[src/rtl/chain_code_sequencer_pkg.sv]
// Shared types and constants for the chain-code contour sequencer.
package chain_code_sequencer_pkg;

    localparam int unsigned PERIM_W   = 9;
    localparam int unsigned CODE_W    = 3;
    localparam int unsigned ERR_W     = 2;
    localparam int unsigned GRID_SIZE = 64;

    typedef enum logic [2:0] {
        S_IDLE   = 3'd0,
        S_FETCH  = 3'd1,
        S_LOAD   = 3'd2,
        S_ISSUE  = 3'd3,
        S_CHECK  = 3'd4,
        S_FINISH = 3'd5
    } state_t;

    localparam logic [ERR_W-1:0] ERR_NONE  = 2'b00;
    localparam logic [ERR_W-1:0] ERR_OOB   = 2'b01;
    localparam logic [ERR_W-1:0] ERR_OPEN  = 2'b10;
    localparam logic [ERR_W-1:0] ERR_EMPTY = 2'b11;

    // Chain-code directions, named by the (x,y) step they produce
    localparam logic [CODE_W-1:0] DIR_YP    = 3'd0;
    localparam logic [CODE_W-1:0] DIR_XM_YP = 3'd1;
    localparam logic [CODE_W-1:0] DIR_XM    = 3'd2;
    localparam logic [CODE_W-1:0] DIR_XM_YM = 3'd3;
    localparam logic [CODE_W-1:0] DIR_YM    = 3'd4;
    localparam logic [CODE_W-1:0] DIR_XP_YM = 3'd5;
    localparam logic [CODE_W-1:0] DIR_XP    = 3'd6;
    localparam logic [CODE_W-1:0] DIR_XP_YP = 3'd7;

endpackage

[src/rtl/chain_code_step.sv]
// Combinational direction-to-step lookup with grid range check.
module chain_code_step
    import chain_code_sequencer_pkg::*;
#(
    parameter int unsigned COORD_W = 6
) (
    input  logic [COORD_W-1:0] i_x,
    input  logic [COORD_W-1:0] i_y,
    input  logic [CODE_W-1:0]  i_code,
    output logic [COORD_W-1:0] o_x_c,
    output logic [COORD_W-1:0] o_y_c,
    output logic               o_oob_c
);

    localparam int unsigned SW = COORD_W + 1;
    localparam logic signed [SW-1:0] STEP_P = SW'(1);
    localparam logic signed [SW-1:0] STEP_M = -STEP_P;

    logic signed [SW-1:0] w_dx;
    logic signed [SW-1:0] w_dy;
    logic signed [SW-1:0] w_nx;
    logic signed [SW-1:0] w_ny;

    always_comb begin
        w_dx = '0;
        w_dy = '0;
        case (i_code)
            DIR_YP:    begin w_dy = STEP_P; end
            DIR_XM_YP: begin w_dx = STEP_M; w_dy = STEP_P; end
            DIR_XM:    begin w_dx = STEP_M; end
            DIR_XM_YM: begin w_dx = STEP_M; w_dy = STEP_M; end
            DIR_YM:    begin w_dy = STEP_M; end
            DIR_XP_YM: begin w_dx = STEP_P; w_dy = STEP_M; end
            DIR_XP:    begin w_dx = STEP_P; end
            DIR_XP_YP: begin w_dx = STEP_P; w_dy = STEP_P; end
            default:   begin w_dx = '0; w_dy = '0; end
        endcase
    end

    assign w_nx = $signed({1'b0, i_x}) + w_dx;
    assign w_ny = $signed({1'b0, i_y}) + w_dy;

    // The grid spans exactly 2^COORD_W, so both -1 and 2^COORD_W land with the sign bit set
    assign o_oob_c = w_nx[SW-1] | w_ny[SW-1];
    assign o_x_c   = w_nx[COORD_W-1:0];
    assign o_y_c   = w_ny[COORD_W-1:0];

endmodule

[src/rtl/chain_code_sequencer.sv]
// Fetches one contour's chain codes, streams them to the decoder and traces
// the resulting position, flagging empty, out-of-grid and unclosed contours.
module chain_code_sequencer
    import chain_code_sequencer_pkg::*;
#(
    parameter int unsigned ADDR_W  = 9,
    parameter int unsigned COORD_W = 6
) (
    input  logic               clk,
    input  logic               reset,
    input  logic               cmd_start,
    input  logic [COORD_W-1:0] cmd_start_x,
    input  logic [COORD_W-1:0] cmd_start_y,
    input  logic [PERIM_W-1:0] cmd_perimeter,
    input  logic [ADDR_W-1:0]  cmd_base_addr,
    output logic               mem_rd_en,
    output logic [ADDR_W-1:0]  mem_rd_addr,
    input  logic [CODE_W-1:0]  mem_rd_data,
    output logic               dec_valid,
    output logic [CODE_W-1:0]  dec_code,
    input  logic               dec_ready,
    output logic [COORD_W-1:0] cur_x,
    output logic [COORD_W-1:0] cur_y,
    output logic               busy,
    output logic               done,
    output logic               error,
    output logic [ERR_W-1:0]   err_code
);

    state_t r_state;
    state_t w_state_nxt;

    logic [COORD_W-1:0] r_start_x;
    logic [COORD_W-1:0] r_start_y;
    logic [PERIM_W-1:0] r_perim;
    logic [ADDR_W-1:0]  r_base;
    logic [PERIM_W-1:0] r_idx;
    logic [COORD_W-1:0] r_cur_x;
    logic [COORD_W-1:0] r_cur_y;
    logic [CODE_W-1:0]  r_dec_code;
    logic               r_mem_rd_en;
    logic [ADDR_W-1:0]  r_mem_rd_addr;
    logic               r_dec_valid;
    logic               r_busy;
    logic               r_done;
    logic               r_error;
    logic [ERR_W-1:0]   r_err_code;

    logic [COORD_W-1:0] w_step_x;
    logic [COORD_W-1:0] w_step_y;
    logic               w_oob;
    logic [PERIM_W-1:0] w_idx_inc;
    logic               w_last;
    logic [PERIM_W-1:0] w_fetch_idx;
    logic [ADDR_W-1:0]  w_fetch_base;

    chain_code_step #(
        .COORD_W (COORD_W)
    ) u_step (
        .i_x     (r_cur_x),
        .i_y     (r_cur_y),
        .i_code  (r_dec_code),
        .o_x_c   (w_step_x),
        .o_y_c   (w_step_y),
        .o_oob_c (w_oob)
    );

    assign w_idx_inc = r_idx + PERIM_W'(1);
    assign w_last    = (w_idx_inc == r_perim);

    // Entering FETCH from IDLE uses the incoming command; from ISSUE, the next index
    assign w_fetch_idx  = (r_state == S_IDLE) ? '0 : w_idx_inc;
    assign w_fetch_base = (r_state == S_IDLE) ? cmd_base_addr : r_base;

    always_ff @(posedge clk or posedge reset) begin
        if (reset) begin
            r_state <= S_IDLE;
        end else begin
            r_state <= w_state_nxt;
        end
    end

    always_comb begin
        w_state_nxt = r_state;
        case (r_state)
            S_IDLE: begin
                if (cmd_start) begin
                    w_state_nxt = (cmd_perimeter == '0) ? S_FINISH : S_FETCH;
                end
            end
            S_FETCH:  w_state_nxt = S_LOAD;
            S_LOAD:   w_state_nxt = S_ISSUE;
            S_ISSUE: begin
                if (dec_ready) begin
                    if (w_oob) begin
                        w_state_nxt = S_FINISH;
                    end else begin
                        w_state_nxt = w_last ? S_CHECK : S_FETCH;
                    end
                end
            end
            S_CHECK:  w_state_nxt = S_FINISH;
            S_FINISH: w_state_nxt = S_IDLE;
            default:  w_state_nxt = S_IDLE;
        endcase
    end

    // Status strobes are registered from the next state so they align with it
    always_ff @(posedge clk or posedge reset) begin
        if (reset) begin
            r_start_x     <= '0;
            r_start_y     <= '0;
            r_perim       <= '0;
            r_base        <= '0;
            r_idx         <= '0;
            r_cur_x       <= '0;
            r_cur_y       <= '0;
            r_dec_code    <= '0;
            r_mem_rd_en   <= 1'b0;
            r_mem_rd_addr <= '0;
            r_dec_valid   <= 1'b0;
            r_busy        <= 1'b0;
            r_done        <= 1'b0;
            r_error       <= 1'b0;
            r_err_code    <= ERR_NONE;
        end else begin
            r_busy      <= (w_state_nxt != S_IDLE);
            r_done      <= (w_state_nxt == S_FINISH);
            r_mem_rd_en <= (w_state_nxt == S_FETCH);
            r_dec_valid <= (w_state_nxt == S_ISSUE);
            if (w_state_nxt == S_FETCH) begin
                r_mem_rd_addr <= w_fetch_base + ADDR_W'(w_fetch_idx);
            end
            case (r_state)
                S_IDLE: begin
                    if (cmd_start) begin
                        r_start_x  <= cmd_start_x;
                        r_start_y  <= cmd_start_y;
                        r_perim    <= cmd_perimeter;
                        r_base     <= cmd_base_addr;
                        r_cur_x    <= cmd_start_x;
                        r_cur_y    <= cmd_start_y;
                        r_idx      <= '0;
                        r_error    <= (cmd_perimeter == '0);
                        r_err_code <= (cmd_perimeter == '0) ? ERR_EMPTY : ERR_NONE;
                    end
                end
                S_LOAD: r_dec_code <= mem_rd_data;
                S_ISSUE: begin
                    if (dec_ready) begin
                        if (w_oob) begin
                            r_error    <= 1'b1;
                            r_err_code <= ERR_OOB;
                        end else begin
                            r_cur_x <= w_step_x;
                            r_cur_y <= w_step_y;
                            r_idx   <= w_idx_inc;
                        end
                    end
                end
                S_CHECK: begin
                    if ((r_cur_x != r_start_x) || (r_cur_y != r_start_y)) begin
                        r_error    <= 1'b1;
                        r_err_code <= ERR_OPEN;
                    end
                end
                default: ;
            endcase
        end
    end

    assign mem_rd_en   = r_mem_rd_en;
    assign mem_rd_addr = r_mem_rd_addr;
    assign dec_valid   = r_dec_valid;
    assign dec_code    = r_dec_code;
    assign cur_x       = r_cur_x;
    assign cur_y       = r_cur_y;
    assign busy        = r_busy;
    assign done        = r_done;
    assign error       = r_error;
    assign err_code    = r_err_code;

endmodule

[config.mk]
export PLATFORM = sky130hd
export DESIGN_NAME = chain_code_sequencer
export DESIGN_NICKNAME = d
export VERILOG_FILES = /design/src/rtl/chain_code_sequencer_pkg.sv /design/src/rtl/chain_code_step.sv /design/src/rtl/chain_code_sequencer.sv
export SDC_FILE = /design/constraint.sdc
export NUM_CORES = 1
export LEC_CHECK = 0
export ABC_AREA = 1
export BUFFER_PORTS_ARGS = -buffer_cell sky130_fd_sc_hd__buf_2
export CAP_MARGIN = 5
export CORE_MARGIN = 1.5
export CORE_UTILIZATION = 52
export DETAILED_ROUTE_END_ITERATION = 8
export PLACE_DENSITY = 0.74
export RECOVER_POWER = 25
export SLEW_MARGIN = 20
export SYNTH_ARGS = -nofsm -noshare
export SYNTH_HDL_FRONTEND = slang
export SYNTH_HIERARCHICAL = 1
export SYNTH_SLANG_ARGS = --single-unit
[constraint.sdc]
create_clock -name clk -period 4 [get_ports clk]
set_input_delay 0 -clock clk [delete_from_list [all_inputs] [get_ports clk]]
set_output_delay 0 -clock clk [all_outputs]
set_load 0.01 [all_outputs]
==> results_dict.tcl, run 1 <==
set metrics [dict create \
    tightest_slew_ns 2.11 \
    min_period_ns 3.37 \
    maxSlewViolCount 49 \
    start_util_pct 53.2 \
    status "finished with violations" \
    cp-end-kind "flip-flop" \
    clk_pin_slew_worst_paths_ns 0.07 \
    antenna_left 0 \
    critical-path-top-delay-family "compound AO/OA/AOI/OAI gates" \
    grt_pass1_wl_mm 19.6 \
    antennaDiodeCount 0 \
    synth.cell_area_mm2 0.00461 \
    io_buffers 67 \
    wirelength_mm 11.4 \
    grt_util_met1_pct 30.3 \
    whs_ns 0.184 \
    finalSetupViolations 0 \
    vias_per_cell 5.28 \
    slew_headroom_pct -41.2 \
    clock_latency_ns 0.36 \
    drtPass1Iterations 5 \
    worstSetupStartpointType "flip-flop" \
    die_w_um 97.2 \
    grt_pass1_vias 4365 \
    critPathLaunch "dec_code[0]" \
    synthCells 606 \
    rr_endpoint "cur_x[5]" \
    slowest_delay_ns 0.46 \
    drc 0 \
    place_hpwl_mm 8.20 \
    die_y_um 97.2 \
    critPathCapture "cur_x[5]" \
    antenna_found_initial 0 \
    dr_total_vias 4328 \
    yosysTopAreaCellShare_pct 39.6 \
    ys_warn_count 6 \
    syn_to_final_growth_pct 20.1 \
    power_density_mw_per_mm2 840 \
    min_from "dec_ready" \
    fin_skew_ns 0.00875 \
    post-place-cells 770 \
    violations "max-capacitance violations, max-slew violations" \
    grt_max_degree 49 \
    grt.busiest_layer "met2" \
    min_period_over_period_pct 84.2 \
    synth.net_count 662 \
    drt-initial-drc-count 188 \
    num_rows 34 \
    leakage_nw 2.83 \
    required_ns 4.28 \
    grt-ovfl-total 0 \
    cts_buffers 9 \
    synth-seq-area-share_pct 39.6 \
    timing.rr.start "dec_code[0]" \
    die_area_mm2 0.00945 \
    worstPathArrival_ns 3.64 \
    synth_area_leaders "dfrtp_1, nand2_1, inv_1" \
    worst-path-buf-inv 3 \
    fin_setup_tns_ns 0 \
    hold_depth 5 \
    cts-htree-levels 3 \
    path_class "reg2reg" \
    post_drt_wl_per_cell_um 14.0 \
    r2r_cells 16 \
    grt_use_total_pct 25.8 \
    maxCapViolCount 1 \
    hold_class "in2reg" \
    syn-mean-instance-area_um2 7.61 \
    drive_above_1_share_pct 14.7 \
    fmax_mhz 297 \
    ctsResizeCount 0 \
    clkSinkCount 73 \
    cts_root_buf "clkbuf_8" \
    clockBufferDepth 2 \
    path_depth 16 \
    io_pins 68 \
    nets 763 \
    synth_top_cell_by_area "dfrtp_1" \
    crit_slowest_cell "fa_1" \
    worstPathMaxFanout 34 \
    use_met3_pct 5.04 \
    rsz0062_at_grt "no" \
    r2r_setup_slack_ns 0.63 \
    ir_drop_mv 0.390 \
    fin_cells 820 \
    path_cells "inv_1 > o21ai_0 > o21ai_1 > o211ai_1 > ha_1 > fa_1 > nand4_1 > nand3_1 > xor2_1 > nand3_2 > inv_1 > nor2_1 > a211oi_4 > buf_4 > nor2_1 > a31oi_1" \
    met2_usage_pct 45.6 \
    ys_types 42 \
    routabilityCongestion 0.890 \
    coreArea_mm2 0.00868 \
    hold_viol_final 0 \
    ys_ff_latch 73 \
    cts_tree "yes" \
]
worst min-delay path, stage by stage:
cell,delay [ns]
buf_2,0.12
inv_1,0.09
nor2_1,0.09
nand2_2,0.10
nand2_4,0.08
per-layer routing:
layer	wire, um	vias up
met4	309	0
met2	5720	144
met5	0	-
li1	-	2154
met1	4820	1996
met3	595	34
cells in the mapped netlist (all sizes together):
master    n
a21oi    15
a41o      2
or2       1
a211oi    1
nand3b    3
xnor2     1
o22ai     9
nand4     6
o211ai    2
buf       6
a31oi    14
inv      76
nor3      7
clkbuf    8
xor2     23
o21bai    1
o21ai    45
dfrtp    73
fa        2
nand2   202
a21boi    2
nand3    39
nor4      3
nor2     48
ha       17
per-stage QoR:
stage / area (um2) / total power, mW / setup WS, ns / utilization, %
final: 5540 / 4.65 / 0.634 / 63.9
after global routing: 5540 / 5.10 / 0.425 / 63.9
after CTS: 5570 / 4.68 / 0.676 / 64.2
after detailed placement: 5040 / 4.05 / 0.692 / 58.1
after global placement: 5040 / 3.94 / 0.832 / 58.1
after floorplan: 4610 / 3.40 / 1.11 / -
state kept, by name, indices dropped and copies added, names as in the netlist, 2 cells and up:
name         count
mem_rd_addr      9
dec_code         3
cur_y            6
r_perim          9
err_code         2
cur_x            6
r_idx            9
r_base           9
r_state          3
r_start_x        6
r_start_y        6
power breakdown:
part	switching, mW	leakage [nW]	internal [mW]
Combinational	1.75	1.82	0.991
Sequential	0.281	0.911	1.05
Clock	0.278	0.0974	0.304
cell families (layout without fill, tap and decap cells):
group,count (synthesis),count (layout),share of synthesized area (%)
buf+inv,90,196,7.73
compound gates,91,91,11.7
fa+ha+maj,19,19,5.48
simple gates,309,309,30.9
flops,73,73,39.6
xor+xnor,24,24,4.56
what timing repair did:
action | CTS | global route
hold buffers | 34 | 0
setup buffers | 0 | 0
endpoints found under the hold margin | 92 | 0
worst min path at each step:
| stage | to | slack (ns) |
|---|---|---|
| floorplan | r_start_x[0] | 0.11 |
| detailed placement | r_start_y[4] | 0.22 |
| finish | r_state[2] | 0.18 |
| global route | r_state[2] | 0.20 |
| CTS | r_state[2] | 0.17 |
| global placement | r_start_x[4] | 0.22 |
cells in the final DEF, fill, tap and decap left out, types with 6 or more instances in the layout:
cell type	count
nor3_1	6
dlygate4sd3_1	34
o22ai_1	9
ha_1	17
clkbuf_1	25
inv_1	67
nand4_1	6
clkbuf_8	10
o21ai_0	40
inv_2	7
nand2_1	188
buf_2	45
dfrtp_1	73
a21oi_1	15
nor2_1	40
a31oi_1	14
nand2_2	10
nand3_1	32
xor2_1	23
layout make-up:
type                            count  area (um2)
Multi-Input combinational cell    443        2430
Fill cell                         772        3140
Clock buffer                       13         149
Clock inverter                      3        40.0
Timing Repair Buffer              104         671
Sequential cell                    73        1830
Tap cell                          108         135
Inverter                           76         289
No activity file was read; power rests on OpenSTA's default activity.
==> run 2, diff against run 1 <==
--- a/config.mk
+++ b/config.mk
@@ -5,7 +5,7 @@
 export SDC_FILE = /design/constraint.sdc
 export NUM_CORES = 1
 export LEC_CHECK = 0
-export ABC_AREA = 1
+export ABC_AREA = 0
 export BUFFER_PORTS_ARGS = -buffer_cell sky130_fd_sc_hd__buf_2
 export CAP_MARGIN = 5
 export CORE_MARGIN = 1.5
==> constraint.sdc (replaced) <==
create_clock -name clk -period 3.1 [get_ports clk]
set_input_delay 0 -clock clk [delete_from_list [all_inputs] [get_ports clk]]
set_output_delay 0 -clock clk [all_outputs]
set_load 0.01 [all_outputs]
==> run 2 against run 1 <==
The run ends with negative setup slack left. Utilization grew 4.7 points. Sequential cell count is the same. Routed wire length grew 0.39%. Combinational power grew 49%. Die area shrank 6.3%. Non-clock buffer count grew 25. Maximum frequency grew 6.2%. Cell count shrank 14%. Area after synthesis shrank 6.5%. Critical endpoint is now mem_rd_addr[3].
==> results_dict.tcl, run 2 <==
set metrics [dict create \
    coreArea_mm2 0.00813 \
    min_period_ns 3.17 \
    synthCells 477 \
    required_ns 3.34 \
    power_density_mw_per_mm2 1190 \
    ys_warn_count 6 \
    hold_end "r_state[2]" \
    timing.rr.start "dec_code[0]" \
    wl_met2_mm 5.84 \
    ys_types 46 \
    cts_tree "yes" \
    drt-initial-drc-count 284 \
    setup_ws_ns -0.0693 \
    post_drt_wl_per_cell_um 16.2 \
    min_period_over_period_pct 102 \
    antennaDiodeCount 0 \
    synth.cell_area_mm2 0.00431 \
    rsz0062_at_grt "yes" \
    cts-htree-levels 3 \
    nets 655 \
    path_cells "or2b_4 > ha_4 > fa_2 > a211oi_2 > o21bai_1 > a211o_1 > nand3_2 > nor2b_2 > nand4_1 > o21ai_2 > a311oi_4 > clkbuf_16 > mux2_4" \
    drc 0 \
    clk_pin_slew_worst_paths_ns 0.08 \
    grt_max_degree 33 \
    die_y_um 94.1 \
    path_class "reg2reg" \
    maxSlewViolCount 0 \
    routabilityCongestion 0.859 \
    violations "negative setup slack" \
    synth-edff-count 0 \
    worst-path-buf-inv 1 \
    die_area_mm2 0.00885 \
    leakage_nw 2.67 \
    syn-mean-instance-area_um2 9.04 \
    final_cell_mix "nand2_1, dfrtp_1, buf_2" \
    synth_top_cell_by_area "dfrtp_1" \
    layout_commonest_cell "nand2_1" \
    grt-ovfl-total 0 \
    antenna_found_initial 0 \
    fin_skew_ns 0.00964 \
    synth.net_count 533 \
    cts_root_buf "clkbuf_8" \
    hold_viol_final 0 \
    hold_class "in2reg" \
    syn_to_final_growth_pct 29.2 \
    dr_total_vias 3886 \
    place_hpwl_mm 7.82 \
    io_buffers 67 \
    clockBufferDepth 2 \
    status "finished with violations" \
    antenna_left 0 \
    vias_per_cell 5.49 \
    io_pins 68 \
    whs_ns 0.0424 \
    preCtsSetupSlack_ns -0.0405 \
    fmax_mhz 316 \
    cp-end-kind "flip-flop" \
    ys_ff_latch 73 \
    worstSetupStartpointType "flip-flop" \
    grt_pass1_wl_mm 18.5 \
    grt_pass1_vias 3887 \
    maxCapViolCount 0 \
    yosysTopAreaCellShare_pct 42.3 \
    synth-seq-area-share_pct 42.3 \
    worstPathMaxFanout 5 \
    cts_buffers 9 \
    slew_headroom_pct 14.3 \
    drtPass1Iterations 5 \
    synth_common_cells "nand2_1, dfrtp_1, nor2_1, xnor2_1, mux2_2" \
    min_from "dec_ready" \
    finalSetupViolations 9 \
    rr_endpoint "mem_rd_addr[3]" \
    tightest_slew_ns 1.29 \
    slowest_delay_ns 0.41 \
    fillCellCount 650 \
    worstPathArrival_ns 3.41 \
    die_w_um 94.1 \
    r2r_setup_slack_ns -0.07 \
    crit_slowest_cell "dfrtp_2" \
    start_util_pct 53.0 \
    critical-path-top-delay-family "compound AO/OA/AOI/OAI gates" \
    wl_met1_mm 5.00 \
    finalPower_mw 6.62 \
    async_flop_share_pct 100 \
    synthFlopType "dfrtp_1" \
    clock_latency_ns 0.35 \
    r2r_cells 13 \
    ir_drop_mv 0.728 \
    synth_area_leaders "dfrtp_1, nand2_1, mux2_2" \
    num_rows 33 \
    drive_above_1_share_pct 21.7 \
    clkSinkCount 73 \
    maxUsedRoutingLayer "met4" \
    grt_use_total_pct 27.1 \
    wirelength_mm 11.5 \
    met3_length_um 476 \
    hold_depth 3 \
    yosysMostFrequentCell "nand2_1" \
]
## run 2: changes by cell type in the layout (fill, tap and decap cells not counted), moves of 7 or more
cell     change
buf_4       +22
inv_1       -63
inv_2        -7
mux2_2      +12
mux2_4      +10
nand2_1     -53
nand2_2     -10
nand3_1     -26
o21ai_0     -22
o22ai_1      -9
xnor2_1     +26
xor2_1       -9
## run 2: kinds of logic after synthesis
family | Yosys count | share of synthesized area, %
compound gates | 65 | 9.95
xor+xnor | 46 | 10.9
fa+ha+maj | 19 | 5.86
buf+inv | 23 | 2.12
flops | 73 | 42.3
mux | 22 | 5.74
simple gates | 229 | 23.1
## run 2: final cells by class
class,instances,area (um2),share of cell area (%)
Multi-Input combinational cell,381,2510,45.0
Inverter,5,23.8,0.426
Clock inverter,3,40.0,0.718
Tap cell,105,131,2.36
Timing Repair Buffer,129,887,15.9
Clock buffer,12,155,2.78
Sequential cell,73,1830,32.8
## run 2: report_power, final
group          switching (mW)  leakage (nW)  internal, mW
Sequential              0.403         0.899          1.38
Combinational            2.09          1.67          1.98
Clock                   0.353         0.102         0.410
Total                    2.85          2.67          3.77
## run 2: how the worst max path moves through the flow
| stage | startpoint | endpoint | slack (ns) | cells past startpoint |
|---|---|---|---|---|
| global route | dec_code[0] | mem_rd_addr[3] | -0.17 | 11 |
| floorplan | dec_code[0] | mem_rd_addr[0] | -0.11 | 12 |
| CTS | dec_code[0] | mem_rd_addr[6] | -0.006 | 13 |
| global placement | dec_code[0] | mem_rd_addr[0] | 0.07 | 13 |
| detailed placement | dec_code[2] | mem_rd_addr[6] | -0.04 | 13 |
| finish | dec_code[0] | mem_rd_addr[3] | -0.07 | 13 |
## run 2: per-layer routing
layer	GRT usage, %	vias up
met2	47.9	124
met1	34.1	1885
li1	-	1862
met3	4.05	15
met5	0	-
met4	8.08	0
## run 2: stage by stage
step | cell area, um2 | setup TNS (ns) | std cells | util (%)
floorplan | 4390 | -0.976 | 477 | -
global placement | 4980 | 0 | 655 | 61.2
detailed placement | 4980 | -0.322 | 655 | 61.2
CTS | 5510 | -0.0152 | 704 | 67.8
global route | 5580 | -1.34 | 708 | 68.5
finish | 5580 | -0.422 | 708 | 68.5
## run 2: what timing repair did
action                                  in CTS  in global routing
hold buffers                                34                  0
hold endpoints to repair                    63                  0
buffers inserted                             0                  3
resized for setup                            1                 11
gates cloned                                 0                  1
endpoints found under the setup margin       9                 12
pin swaps                                    0                  6
## run 2: worst register-to-register path: cells and delay by family (launching register included)
family / cells / cell delay (ns)
AND/OR/NAND/NOR: 4 / 0.51
AO/OA/AOI/OAI: 5 / 1.09
multiplexers: 1 / 0.29
buffers and inverters: 1 / 0.23
adder cells (fa/ha/maj): 2 / 0.53
flip-flops: 1 / 0.41
==> run 3, diff against run 2 <==
--- a/config.mk
+++ b/config.mk
@@ -5,7 +5,7 @@
 export SDC_FILE = /design/constraint.sdc
 export NUM_CORES = 1
 export LEC_CHECK = 0
-export ABC_AREA = 0
+export ABC_AREA = 1
 export BUFFER_PORTS_ARGS = -buffer_cell sky130_fd_sc_hd__buf_2
 export CAP_MARGIN = 5
 export CORE_MARGIN = 1.5
==> run 3 against run 2 <==
Cell count increased by 18%. Critical path type unchanged. Clock skew increased by 0.0018 ns. Critical endpoint is now cur_x[1]. Utilization down 1.8 points. The run ends with max-capacitance violations, max-slew violations left. Via count increased by 13%. Power rose by 0.22%.
==> results_dict.tcl, run 3 (synthesis gave the netlist of run 1 again) <==
set metrics [dict create \
    status "finished with violations" \
    min_period_over_period_pct 100 \
    fin_skew_ns 0.0114 \
    finalPower_mw 6.63 \
    worstSetupStartpointType "flip-flop" \
    worstPathArrival_ns 3.37 \
    drtPass1Iterations 5 \
    die_area_mm2 0.00945 \
    min_period_ns 3.10 \
    slew_headroom_pct -20.9 \
    maxSlewViolCount 74 \
    final_cell_mix "nand2_1, dfrtp_1, inv_1" \
    clk_pin_slew_worst_paths_ns 0.07 \
    path_depth 19 \
    antenna_found_initial 0 \
    grt_pass1_wl_mm 19.3 \
    layout_commonest_cell "nand2_1" \
    power_density_mw_per_mm2 1140 \
    cts_tree "yes" \
    slowest_delay_ns 0.38 \
    drc 0 \
    clkSinkCount 73 \
    hold_class "in2reg" \
    grt_max_degree 74 \
    antennaDiodeCount 0 \
    worst-path-buf-inv 7 \
    cts_root_buf "clkbuf_8" \
    drive_above_1_share_pct 16.5 \
    fmax_mhz 323 \
    grt_use_total_pct 25.1 \
    coreArea_mm2 0.00868 \
    maxCapViolCount 1 \
    tightest_slew_ns 1.81 \
    critPathCapture "cur_x[1]" \
    io_pins 68 \
    required_ns 3.37 \
    wirelength_mm 11.7 \
    design_area_mm2 0.00579 \
    place_hpwl_mm 8.09 \
    violations "max-capacitance violations, max-slew violations" \
    dr_total_vias 4406 \
    critical-path-top-delay-family "buffers and inverters" \
    clock_latency_ns 0.35 \
    hold_viol_final 0 \
    worstPathMaxFanout 8 \
    cp-end-kind "flip-flop" \
    drt-initial-drc-count 182 \
    r2r_setup_slack_ns 0.001 \
    post_drt_wl_per_cell_um 14.1 \
    io_buffers 67 \
    antenna_left 0 \
    grt-ovfl-total 0 \
    ir_drop_mv 0.410 \
    path_class "reg2reg" \
    finalSetupViolations 0 \
    syn_to_final_growth_pct 25.6 \
    nets 778 \
    die_y_um 97.2 \
    path_cells "inv_1 > o21ai_0 > o21ai_1 > buf_4 > clkinvlp_4 > ha_4 > nand2_1 > inv_1 > nand4_1 > nand3_1 > xor2_1 > nand3_2 > inv_2 > nor2_1 > a211oi_4 > buf_6 > clkbuf_16 > nor2_1 > a31oi_1" \
    die_w_um 97.2 \
    cts_buffers 9 \
    leakage_nw 2.91 \
    crit_slowest_cell "dfrtp_1" \
    num_rows 34 \
    grt_pass1_vias 4224 \
    post-route-util_pct 66.8 \
    r2r_cells 19 \
    routabilityCongestion 0.891 \
    critPathLaunch "dec_code[0]" \
    fillCellCount 754 \
    start_util_pct 53.2 \
    vias_per_cell 5.28 \
    timing.rr.start "dec_code[0]" \
    rr_endpoint "cur_x[1]" \
    postPlaceCellArea_mm2 0.00511 \
    clockBufferDepth 2 \
    cts-htree-levels 3 \
]
-- run 3: per-layer routing --
metal  wire length, um  up-vias  global-route usage [%]  share of wire, %
li1                  -     2197                       -                 -
met1              4990     2058                    31.6                42
met2              5890      130                    43.8                50
met3               584       21                    3.81               5.0
met4               284        0                    9.03               2.4
met5                 0        -                       0                 0
-- run 3: how the worst min path moves through the flow --
stage,startpoint,endpoint,slack [ns],cells after the start
final,dec_ready,r_state[2],0.17,5
after global routing,dec_ready,r_state[2],0.20,5
after CTS,dec_ready,r_state[2],0.17,5
after detailed placement,mem_rd_data[1],dec_code[1],0.22,3
after global placement,mem_rd_data[0],dec_code[0],0.21,3
after floorplan,cmd_start_x[0],r_start_x[0],0.11,2
-- run 3: power breakdown --
part           switching (mW)  total, mW  internal, mW
clock                   0.368      0.921         0.552
combinational            2.40       4.00          1.60
sequential              0.355       1.71          1.36
total                    3.13       6.63          3.51
-- run 3: metrics by stage --
step           setup WS, ns  hold slack (ns)  instances  setup TNS, ns
4_1_cts              0.0545            0.168        827              0
2_1_floorplan         0.209            0.110        606              0
3_5_place_dp         0.0132            0.217        778              0
5_1_grt              -0.141            0.198        834          -3.67
6_report            0.00126            0.173        834              0
3_3_place_gp          0.215            0.213        778              0
-- run 3: worst min-delay path, stage by stage --
cell	delay, ns
buf_2	0.11
inv_1	0.09
nor2_1	0.09
nand2_2	0.10
nand2_4	0.07
-- run 3: final cells by class --
| type | count | area, um2 | share of cell area [%] |
|---|---|---|---|
| inverters | 76 | 292 | 5.03 |
| clock inverters | 5 | 104 | 1.79 |
| flip-flops and latches | 73 | 1830 | 31.5 |
| repair buffers | 119 | 813 | 14.0 |
| clock buffers | 10 | 138 | 2.38 |
| multi-input cells | 443 | 2490 | 42.9 |
| well taps | 108 | 135 | 2.33 |
-- run 3: timing repair --
| item | in CTS | in global routing |
|---|---|---|
| pin swaps | 0 | 3 |
| hold buffers | 34 | 0 |
| cloned | 0 | 2 |
| setup buffers | 0 | 5 |
| hold endpoints to repair | 118 | 0 |
| gates resized for setup | 1 | 11 |
| endpoints found under the setup margin | 3 | 18 |
